<file path="src/rtl/cnn_pkg.sv">
// cnn_pkg: shared types, window-offset constants and address-width helper
// for the CNN pooling stages.
package cnn_pkg;
  typedef enum logic [2:0] {IDLE, ISSUE, WAIT1, WAIT2, CAPTURE, WRITE, FINISH} pool_st_e;
  localparam logic [1:0] WIN_TL = 2'd0;
  localparam logic [1:0] WIN_TR = 2'd1;
  localparam logic [1:0] WIN_BL = 2'd2;
  localparam logic [1:0] WIN_BR = 2'd3;
  function automatic int addr_w(input int n);
    return (n <= 1) ? 1 : $clog2(n);
  endfunction
endpackage

</file>
<file path="src/rtl/pool_addr_gen.sv">
// pool_addr_gen: channel-major address mapping for 2x2 stride-2 pooling;
// k[1] selects the window row and k[0] the window column.
module pool_addr_gen import cnn_pkg::*; #(
  parameter int CHANNELS = 8,
  parameter int IMG_SIZE = 28,
  localparam int OUT = IMG_SIZE / 2,
  localparam int AW_IN = addr_w(CHANNELS * IMG_SIZE * IMG_SIZE),
  localparam int AW_OUT = addr_w(CHANNELS * OUT * OUT),
  localparam int CW = addr_w(CHANNELS),
  localparam int OW = addr_w(OUT)
) (
  input  logic [CW-1:0]     c_i,
  input  logic [OW-1:0]     oy_i,
  input  logic [OW-1:0]     ox_i,
  input  logic [1:0]        k_i,
  output logic [AW_IN-1:0]  in_addr_o,
  output logic [AW_OUT-1:0] out_addr_o
);
  assign in_addr_o = AW_IN'(32'(c_i) * IMG_SIZE * IMG_SIZE
                     + (2 * 32'(oy_i) + 32'(k_i[1])) * IMG_SIZE
                     + 2 * 32'(ox_i) + 32'(k_i[0]));
  assign out_addr_o = AW_OUT'(32'(c_i) * OUT * OUT + 32'(oy_i) * OUT + 32'(ox_i));
endmodule

</file>
<file path="src/rtl/maxpool2x2.sv">
// maxpool2x2: 2x2 stride-2 signed max pooling from the conv BRAM into the pool BRAM.
// Define MAXPOOL_FUSED_RELU_EN to clamp negative maxima to zero on write.
module maxpool2x2 import cnn_pkg::*; #(
  parameter int DATA_WIDTH = 16,
  parameter int CHANNELS = 8,
  parameter int IMG_SIZE = 28,
  localparam int OUT = IMG_SIZE / 2,
  localparam int AW_IN = addr_w(CHANNELS * IMG_SIZE * IMG_SIZE),
  localparam int AW_OUT = addr_w(CHANNELS * OUT * OUT),
  localparam int CW = addr_w(CHANNELS),
  localparam int OW = addr_w(OUT)
) (
  input  logic                         clk,
  input  logic                         reset,
  input  logic                         start,
  output logic [AW_IN-1:0]             conv_r_addr,
  output logic                         conv_r_en,
  input  logic signed [DATA_WIDTH-1:0] conv_r_q,
  output logic [AW_OUT-1:0]            pool_w_addr,
  output logic                         pool_w_en,
  output logic                         pool_w_we,
  output logic signed [DATA_WIDTH-1:0] pool_w_d,
  output logic                         done
);
  if (IMG_SIZE < 2 || IMG_SIZE % 2 != 0) begin : g_bad_size
    $error("maxpool2x2: IMG_SIZE must be even and >= 2");
  end
  pool_st_e                      st_q;
  logic [CW-1:0]                 c_q;
  logic [OW-1:0]                 oy_q, ox_q;
  logic [1:0]                    k_q;
  logic signed [DATA_WIDTH-1:0]  max_q, max_d;
  logic                          done_q, last_ox, last_oy, last_c;
  pool_addr_gen #(.CHANNELS(CHANNELS), .IMG_SIZE(IMG_SIZE)) u_addr (
    .c_i(c_q), .oy_i(oy_q), .ox_i(ox_q), .k_i(k_q),
    .in_addr_o(conv_r_addr), .out_addr_o(pool_w_addr)
  );
  assign last_ox = ox_q == OW'(OUT - 1);
  assign last_oy = oy_q == OW'(OUT - 1);
  assign last_c = c_q == CW'(CHANNELS - 1);
  // strict compare so ties keep the earlier window element
  assign max_d = (k_q == WIN_TL || conv_r_q > max_q) ? conv_r_q : max_q;
  always_ff @(posedge clk) begin
    if (reset) begin
      st_q <= IDLE;
      c_q <= '0;
      oy_q <= '0;
      ox_q <= '0;
      k_q <= '0;
      max_q <= '0;
      done_q <= 1'b0;
    end else begin
      done_q <= 1'b0;
      case (st_q)
        IDLE: if (start) begin
          c_q <= '0;
          oy_q <= '0;
          ox_q <= '0;
          k_q <= '0;
          st_q <= ISSUE;
        end
        ISSUE: st_q <= WAIT1;
        WAIT1: st_q <= WAIT2;
        WAIT2: st_q <= CAPTURE;
        CAPTURE: begin
          max_q <= max_d;
          k_q <= k_q + 2'd1;
          st_q <= (k_q == WIN_BR) ? WRITE : ISSUE;
        end
        WRITE: begin
          ox_q <= last_ox ? '0 : ox_q + 1'b1;
          if (last_ox) oy_q <= last_oy ? '0 : oy_q + 1'b1;
          if (last_ox && last_oy) c_q <= last_c ? '0 : c_q + 1'b1;
          st_q <= (last_ox && last_oy && last_c) ? FINISH : ISSUE;
        end
        FINISH: begin
          done_q <= 1'b1;
          st_q <= IDLE;
        end
        default: st_q <= IDLE;
      endcase
    end
  end
  assign conv_r_en = st_q == ISSUE;
  assign pool_w_en = st_q == WRITE;
  assign pool_w_we = st_q == WRITE;
  assign done = done_q;
`ifdef MAXPOOL_FUSED_RELU_EN
  assign pool_w_d = max_q[DATA_WIDTH-1] ? '0 : max_q;
`else
  assign pool_w_d = max_q;
`endif
endmodule

</file>
<file path="config.mk">
export PLATFORM = sky130hd
export DESIGN_NAME = maxpool2x2
export DESIGN_NICKNAME = d
export VERILOG_FILES = /design/src/rtl/cnn_pkg.sv /design/src/rtl/pool_addr_gen.sv /design/src/rtl/maxpool2x2.sv
export SDC_FILE = /design/constraint.sdc
export NUM_CORES = 1
export LEC_CHECK = 0
export BUFFER_PORTS_ARGS = -buffer_cell sky130_fd_sc_hd__buf_2
export CORE_ASPECT_RATIO = 1.5
export CORE_MARGIN = 2
export CORE_UTILIZATION = 54
export CTS_BUF_LIST = sky130_fd_sc_hd__clkbuf_2 sky130_fd_sc_hd__clkbuf_4 sky130_fd_sc_hd__clkbuf_8
export DETAILED_ROUTE_END_ITERATION = 12
export GPL_TIMING_DRIVEN = 0
export PLACE_DENSITY = 0.8
export SLEW_MARGIN = 20
export SYNTH_ARGS = -nofsm -noshare
export SYNTH_HDL_FRONTEND = slang
export SYNTH_HIERARCHICAL = 1
export SYNTH_SLANG_ARGS = --single-unit
</file>
<file path="constraint.sdc">
create_clock -name clk -period 4.8 [get_ports clk]
set_clock_uncertainty 0.1 [all_clocks]
set_input_delay 0.24 -clock clk [delete_from_list [all_inputs] [get_ports clk]]
set_output_delay 0.24 -clock clk [all_outputs]
set_load 0.03 [all_outputs]
</file>
Word level (Yosys, flattened, before mapping)
Cells that the tools add are included.
Word-level totals
  register bits after elaboration: 33
  output and inout port bits: 44
  logic and storage cells: 66
Cells by class
  $add $sub $neg: 10
  multipliers: 6
  $lt $le $gt $ge: 1
  eq/ne operators: 13
  mux-type cells: 17
  reductions and logical operators: 12
Operators with widths (count)
  $mul 32x3->11 const B: 1
  $mul 6x3->9 const B: 2
  $mux 3: 6
  $pmux 3 s6: 1
  $gt 16x16->1: 1
  $mux 4: 4
  $pmux 4 s2: 2
  $add 13x1->13: 1
  $add 13x13->13: 1
  $add 13x5->13: 1
  $eq 3x3->1 const B: 4
  $mul 3x3->6 const B: 2
  $add 11x4->11: 1
  $add 11x8->11: 1
  $add 4x1->4 const B: 2
  $eq 4x4->1 const B: 2
  $mul 4x3->7 const B: 1
  $add 5x1->6: 1
  $eq 3x2->1 const B: 2
  $pmux 3 s2: 1
  $reduce_and 2->1: 3
  $reduce_and 3->1: 2
  $ne 2x1->1 const B: 2
  $pmux 2 s2: 1
  other kinds (12): 14

Longest topological paths before layout
Gate-level depths: netlist (run 1).
  depth in word-level cells: 5
  depth in mapped cells: 18
  mapped depth without buffers: 18

Modules after synthesis
The synthesis (run 1) kept the hierarchy.
Modules (own cells, without submodules)
  maxpool2x2: instances 1, cells an instance 236, area an instance 2044.5 um2, seq. area each 660.6 um2
  pool_addr_gen: instances 1, cells an instance 207, area an instance 1805.5 um2, seq. area each 0.0 um2

Worst setup path after synthesis (run 1)
No wires, ideal clock.
  kind: flip-flop to output port
  from: register c_q[0]
  to: output port conv_r_addr[12]
  arrival: 4.754 ns
  slack: -0.294 ns
  stages on the path, launching flop included: 18
  path buffers: 0
  path through: dfxtp_1 > inv_1 > fa_1 > inv_1 > ha_1 > fa_1 > inv_1 > fa_1 > inv_1 > ha_1 > xor2_1 > ha_1 > ha_1 > o21ai_0 > o21bai_1 > and3_1 > o221a_1 > xor2_1
Between the ends
  cells in the longest elaborated chain, start to end: 5
Ends and longest elaborated chain
  start: declaration: RTL line maxpool2x2.sv:29  | logic [CW-1:0] c_q;
  start signal: assignment: RTL line maxpool2x2.sv:73  | if (last_ox && last_oy) c_q <= last_c ? '0 : c_q + 1'b1;
  $mul 3x3->6: RTL line pool_addr_gen.sv:19  | assign in_addr_o = AW_IN'(32'(c_i) * IMG_SIZE * IMG_SIZE
  $mul 6x3->9: RTL line pool_addr_gen.sv:19
  $add 13x13->13: RTL line pool_addr_gen.sv:20  | + (2 * 32'(oy_i) + 32'(k_i[1])) * IMG_SIZE
  $add 13x5->13: RTL line pool_addr_gen.sv:21  | + 2 * 32'(ox_i) + 32'(k_i[0]));
  $add 13x1->13: RTL line pool_addr_gen.sv:21
  end: declaration: RTL line maxpool2x2.sv:16  | output logic [AW_IN-1:0] conv_r_addr,
No other way between the ends.

Final worst setup path (run 1)
  from: register c_q[2]
  to: output port pool_w_addr[10]
Between the ends
  cells in the longest elaborated chain, start to end: 4
Ends and longest elaborated chain
  $mul 3x3->6: RTL line pool_addr_gen.sv:22  | assign out_addr_o = AW_OUT'(32'(c_i) * OUT * OUT + 32'(oy_i) * OUT + 32'(ox_i));
  $mul 6x3->9: RTL line pool_addr_gen.sv:22
  $add 11x8->11: RTL line pool_addr_gen.sv:22
  $add 11x4->11: RTL line pool_addr_gen.sv:22
  end: declaration: RTL line maxpool2x2.sv:19  | output logic [AW_OUT-1:0] pool_w_addr,
No other way between the ends.

==> flow_summary_export.csv, run 1 <==
group,metric,value,unit
clocking,clk-insertion-delay-late,0.29,ns
logic_synthesis,synthDistinctLibCells,52,
layout,nFillCells,508,
clocking,clock_path_buffers,2,
placed_design,hpwl,6.67,mm
sta,hold_viol_final,0,
layout,fin_cells,604,
logic_synthesis,yosysMostFrequentCell,"ha_1",
layout,drive_gt1_frac,0.293,
layout,diodes,0,
routing,dr.pass1.iters,4,
placed_design,io_buffers,61,
worst_setup_path,worstPathRequired,4.46,ns
routing,drc,0,
die,coreArea,6900,um^2
routing,ant_nets,0,
run_status,status,"complete, but fails checks",
grt,grt_use_total,0.229,
clocking,cts_buffers,5,
routing,via_count,3350,
sta,fin_ws,-0.269,ns
grt,grt_pass1_vias,3359,
layout,final_nets,633,
worst_setup_path,cp.arrival,4.73,ns
logic_synthesis,synth_top_flop_cell,"dfxtp_1",
worst_setup_path,criticalPathCategory,"flop to output port",
routing,drt_iter0_drc,73,
power,power.density,157,nW/um^2
logic_synthesis,avgSynthCellArea,8.69,um^2
sta,worst_slew_pin_slew,0.534,ns
sta,max_freq,0.197,GHz
logic_synthesis,synth_area,3850,um^2
sta,drv_slew,0,
grt,grt-ovfl-total,0,
run_status,failed_checks,"setup timing",
logic_synthesis,netlist_top_cells_area,"ha_1 (24%), dfxtp_1 (17%), fa_1 (8.3%)",
worst_setup_path,crit_path_end_kind,"output port",
sta,rsz0062_at_grt,"true",
routing,drt-vias-per-instance,5.55,
die,io_pins,63,
die,die_h,107,um
logic_synthesis,synthTopCellsByCount,"ha_1 (73), inv_1 (56), nand2b_1 (38), dfxtp_1 (33)",
sta,period_needed,5.07,ns
worst_setup_path,startpoint_type,"flop",
layout,areaGrowthSynthToFinish,29.4,%
die,die_w,72.9,um
die,start_util,0.558,
power,ir_drop,0.000358,V
grt,antenna_found_initial,0,
clocking,cts_tree,"built",
die,rows,37,
routing,wl,9.22,mm
clocking,cts_root_buf,"clkbuf_8",
placed_design,dp_slack,-0.551,ns
logic_synthesis,syn_nets,551,
logic_synthesis,synthArstFlopShare,0,
power,p_leak,2.44,nW
layout,fin_util,0.722,
die,dieArea,7830,um^2
placed_design,place.gp.congestion,0.913,
clocking,clk_pin_slew_worst_paths,0.07,ns
logic_synthesis,synth_edf_count,0,
placed_design,dp.cells,582,
sta,slew_headroom,0.643,
worst_setup_path,cp_max_fo,3,
grt,grt_pass1_wl,14.5,mm
logic_synthesis,yosys_warnings,6,
routing,wl_per_cell,15.3,um
logic_synthesis,synth_top_area_frac,0.237,
sta,period_share,1.06,
flow_run,maxCapViolCount,0,
logic_synthesis,ys_seq_elements,33,
clocking,htree_levels,2,
clocking,cts.sinks,33,
sta,setup_viol,7,
clocking,hold_buffers,0,
logic_synthesis,netlist_instances,443,
min_path,hold_path_class,"input port to flop",
grt,grt_start_max_net_pins,11,
logic_synthesis,yosysSeqAreaShare,0.172,
logic_synthesis,yosysTopAreaCell,"ha_1",
[cells by family after synthesis]
family                     count (synthesis)  share of synthesized area
and+or+nand+nor                          121                      0.172
adders and majority gates                 89                      0.320
AOI/OAI and AO/OA                         81                      0.145
buffers and inverters                     71                     0.0767
DFF                                       33                      0.172
xor gates and xnor gates                  32                     0.0728
muxes                                     16                     0.0416
[cell usage in the layout (no fill, tap or decap), drive strengths merged, types with 3 or more instances in the layout]
| cell type | count |
|---|---|
| nand4 | 5 |
| xor2 | 14 |
| o21ai | 17 |
| nand2 | 14 |
| nand2b | 38 |
| or2 | 3 |
| clkbuf | 12 |
| nand3 | 5 |
| o21a | 5 |
| nor3b | 4 |
| nor2b | 6 |
| nor3 | 5 |
| xnor2 | 18 |
| ha | 73 |
| a21o | 10 |
| inv | 58 |
| fa | 16 |
| o21bai | 3 |
| buf | 83 |
| mux2i | 16 |
| dfxtp | 33 |
| nor2 | 30 |
| a211oi | 3 |
| a21oi | 29 |
[layer usage]
metal	vias up	part of all wire	GRT usage
li1	1650	-	-
met1	1599	0.36	0.233
met2	84	0.57	0.456
met3	17	0.030	0.0253
met4	0	0.031	0.0873
met5	-	0	0
[final cells by class]
class,instances,area (um^2),share of cell area
Buffer,13,77.6,0.0156
Clock buffer,7,90.1,0.0181
Clock inverter,1,30.0,0.00603
Inverter,58,228,0.0457
Multi-Input combinational cell,339,3320,0.666
Sequential cell,33,672,0.135
Tap cell,78,97.6,0.0196
Timing Repair Buffer,75,467,0.0937
[state kept, by name, indices dropped and copies added, names as in the netlist]
name / flops
pool_w_d: 16
ox_q: 4
oy_q: 4
c_q: 3
st_q: 3
k_q: 2
done: 1
[worst max-delay path: stages (launching register included)]
cell and delay [ns]:
dfxtp_4 0.36, inv_4 0.04, fa_1 0.52, inv_1 0.04
ha_2 0.19, fa_2 0.56, inv_2 0.04, fa_1 0.51
inv_2 0.05, ha_4 0.29, xor2_4 0.22, buf_6 0.15
ha_4 0.21, ha_4 0.24, o21a_1 0.13, o21ai_2 0.16
a21oi_2 0.08, o21ai_1 0.29, xnor2_2 0.18, buf_6 0.16
[stage by stage]
stage                     setup TNS (ns)  power, mW  hold WS, ns  cell area [um^2]
final                             -0.929      0.780        0.124              4980
after global routing               -1.69      0.815        0.146              4980
after CTS                         -0.879      0.785        0.119              4740
after detailed placement           -3.18      0.503        0.382              4330
after global placement             -2.43      0.497        0.369              4330
after floorplan                  -0.0116      0.451        0.295              3920
[where the power goes]
group | total, mW | switching (mW) | leakage, nW | internal (mW)
registers | 0.289 | 0.00999 | 0.269 | 0.279
logic | 0.209 | 0.130 | 2.11 | 0.0799
clock network | 0.281 | 0.106 | 0.0619 | 0.175
total | 0.780 | 0.246 | 2.44 | 0.534
[final timing paths]
| kind | from | endpoint | slack (ns) | depth (start not counted) |
|---|---|---|---|---|
| setup / recovery | c_q[2]$_SDFFE_PP0P_ | pool_w_addr[10] | -0.27 | 19 |
| hold reg to reg | pool_w_d[14]$_SDFFE_PP0P_ | pool_w_d[14]$_SDFFE_PP0P_ | 0.39 | 2 |
| hold / removal | conv_r_q[3] | pool_w_d[3]$_SDFFE_PP0P_ | 0.12 | 3 |
| setup reg to reg | pool_w_d[7]$_SDFFE_PP0P_ | pool_w_d[10]$_SDFFE_PP0P_ | 2.38 | 9 |
[what timing repair did]
| item | 4_1_cts | 5_1_grt |
|---|---|---|
| buffers inserted | 8 | 6 |
| setup endpoints to repair | 12 | 10 |
| pin swaps | 23 | 20 |
| endpoints found under the hold margin | 0 | 0 |
| gates resized for setup | 51 | 33 |
(Power assumes the default switching activity.)
==> inputs of run 2 (changes only) <==
CAP_MARGIN = 40   (was not set)
CELL_PAD_IN_SITES_DETAIL_PLACEMENT = 1   (was not set)
CELL_PAD_IN_SITES_GLOBAL_PLACEMENT = 1   (was not set)
CORE_UTILIZATION = 40   (was 54)
PLACE_DENSITY = not set   (was 0.8)
PLACE_DENSITY_LB_ADDON = 0.1   (was not set)
SLEW_MARGIN = not set   (was 20)
==> flow_summary_export.csv, run 2 (synthesis results as in run 1) <==
group,metric,value,unit
grt,grt_pass1_vias,3529,
sta,hold_viol_final,0,
layout,drive_gt1_frac,0.291,
grt,grt-ovfl-total,0,
sta,setup_viol,6,
die,coreArea,9310,um^2
min_path,hold_path_class,"input port to flop",
sta,period_needed,5.05,ns
clocking,cts_buffers,5,
die,start_util,0.414,
sta,rsz0062_at_grt,"true",
routing,via_count,3326,
power,ir_drop,0.000153,V
worst_setup_path,criticalPathCategory,"flop to output port",
routing,drc,0,
sta,worst_slew_pin_slew,0.598,ns
clocking,cts_root_buf,"clkbuf_8",
power,intPower,0.489,mW
routing,dr.pass1.iters,4,
sta,slew_headroom,0.598,
layout,final_cell_mix,"ha_1 (61), buf_2 (53), inv_1 (51), nand2b_1 (38), dfxtp_1 (30)",
power,power.density,149,nW/um^2
routing,drt-vias-per-instance,5.21,
clocking,clk_pin_slew_worst_paths,0.08,ns
power,combinationalPowerShare,0.282,
clocking,cts_tree,"built",
layout,areaGrowthSynthToFinish,29.1,%
run_status,failed_checks,"setup timing",
layout,layout_commonest_cell,"ha_1",
grt,grt_use_total,0.190,
sta,whs,0.112,ns
sta,fin_ws,-0.249,ns
clocking,htree_levels,2,
clocking,clk-insertion-delay-late,0.30,ns
sta,max_freq,0.198,GHz
placed_design,place.gp.congestion,0.784,
die,io_pins,63,
die,rows,43,
layout,largest_reg_flops,16,
placed_design,postPlaceCellArea,4370,um^2
routing,wl,9.59,mm
run_status,status,"complete, but fails checks",
die,dieArea,10400,um^2
worst_setup_path,cp_max_fo,5,
worst_setup_path,crit_path_end_kind,"output port",
power,p_leak,2.44,nW
layout,diodes,0,
power,p_clk_frac,0.327,
flow_run,maxCapViolCount,0,
routing,ant_nets,0,
routing,drt_iter0_drc,44,
power,sw_frac_of_total,0.341,
clocking,cts.sinks,33,
grt,grt_pass1_wl,16.0,mm
worst_setup_path,startpoint_type,"flop",
routing,wl_per_cell,15.0,um
sta,drv_slew,0,
die,die_h,124,um
sta,finalSetupTns,-0.960,ns
power,power.net_switching,0.253,mW
worst_setup_path,cp.arrival,4.71,ns
power,sequentialPowerShare,0.391,
power,finalPower,0.741,mW
die,die_w,84.1,um
layout,final_nets,633,
placed_design,io_buffers,61,
sta,period_share,1.05,
layout,post-route-cell-area,4970,um^2
worst_setup_path,worstPathRequired,4.46,ns
placed_design,hpwl,7.52,mm
grt,grt_start_max_net_pins,11,
grt,antenna_found_initial,0,
clocking,clock_path_buffers,2,
run 2: changes by cell type in the layout (fill, tap and decap cells not counted), sizes merged:
cell and delta:
clkinv +1, inv -1, bufinv -1, clkinvlp +1
run 2: power by group through the flow:
stage	Clock, mW	Combinational, mW	Sequential (mW)
after floorplan	0	0.150	0.301
final	0.243	0.209	0.290
after global placement	0	0.204	0.298
after detailed placement	0	0.210	0.298
after CTS	0.253	0.213	0.290
after global routing	0.261	0.236	0.291
run 2: what timing repair did:
item / CTS / global route
buffers inserted: 13 / 2
resized for setup: 57 / 25
cloned: 0 / 0
hold buffers: 0 / 0
pin swaps: 26 / 16
endpoints found under the setup margin: 12 / 10
run 2: final timing paths:
path / start / endpoint / slack, ns / cells after the start
max: c_q[0]$_SDFFE_PP0P_ / conv_r_addr[11] / -0.25 / 17
min: conv_r_q[10] / pool_w_d[10]$_SDFFE_PP0P_ / 0.11 / 3
max reg2reg: pool_w_d[13]$_SDFFE_PP0P_ / pool_w_d[11]$_SDFFE_PP0P_ / 2.46 / 8
min reg2reg: pool_w_d[10]$_SDFFE_PP0P_ / pool_w_d[10]$_SDFFE_PP0P_ / 0.39 / 2
run 2: cell type report:
| class | count | area, um^2 |
|---|---|---|
| Buffer | 13 | 77.6 |
| Inverter | 58 | 221 |
| Multi-Input combinational cell | 339 | 3280 |
| Clock inverter | 1 | 5.00 |
| Fill cell | 1102 | 4340 |
| Clock buffer | 7 | 96.3 |
| Sequential cell | 33 | 672 |
| Tap cell | 112 | 140 |
| Timing Repair Buffer | 75 | 473 |
run 2: worst max-delay path: stages (launching register included):
cell        delay [ns]
dfxtp_4           0.36
clkinvlp_4        0.09
fa_1              0.48
inv_1             0.04
ha_2              0.18
fa_2              0.45
buf_6             0.14
fa_1              0.51
ha_4              0.20
and3b_1           0.23
a2111oi_4         0.41
o211ai_2          0.28
ha_4              0.34
nor2_1            0.04
nor2_1            0.20
o41ai_4           0.13
xnor2_2           0.14
buf_4             0.18
run 2: metrics by stage:
step,util,instances,setup slack (ns)
6_report,0.534,638,-0.249
4_1_cts,0.521,637,-0.199
5_1_grt,0.534,638,-0.399
3_5_place_dp,0.469,616,-0.621
3_3_place_gp,0.469,616,-0.566
2_1_floorplan,-,443,-0.0116
run 2: routing by layer:
| metal | vias up | GRT usage | routed length, um |
|---|---|---|---|
| met5 | - | 0 | 0 |
| met4 | 0 | 0.0786 | 261 |
| met3 | 17 | 0.0205 | 232 |
| met2 | 58 | 0.396 | 5620 |
| met1 | 1599 | 0.186 | 3480 |
| li1 | 1652 | - | - |
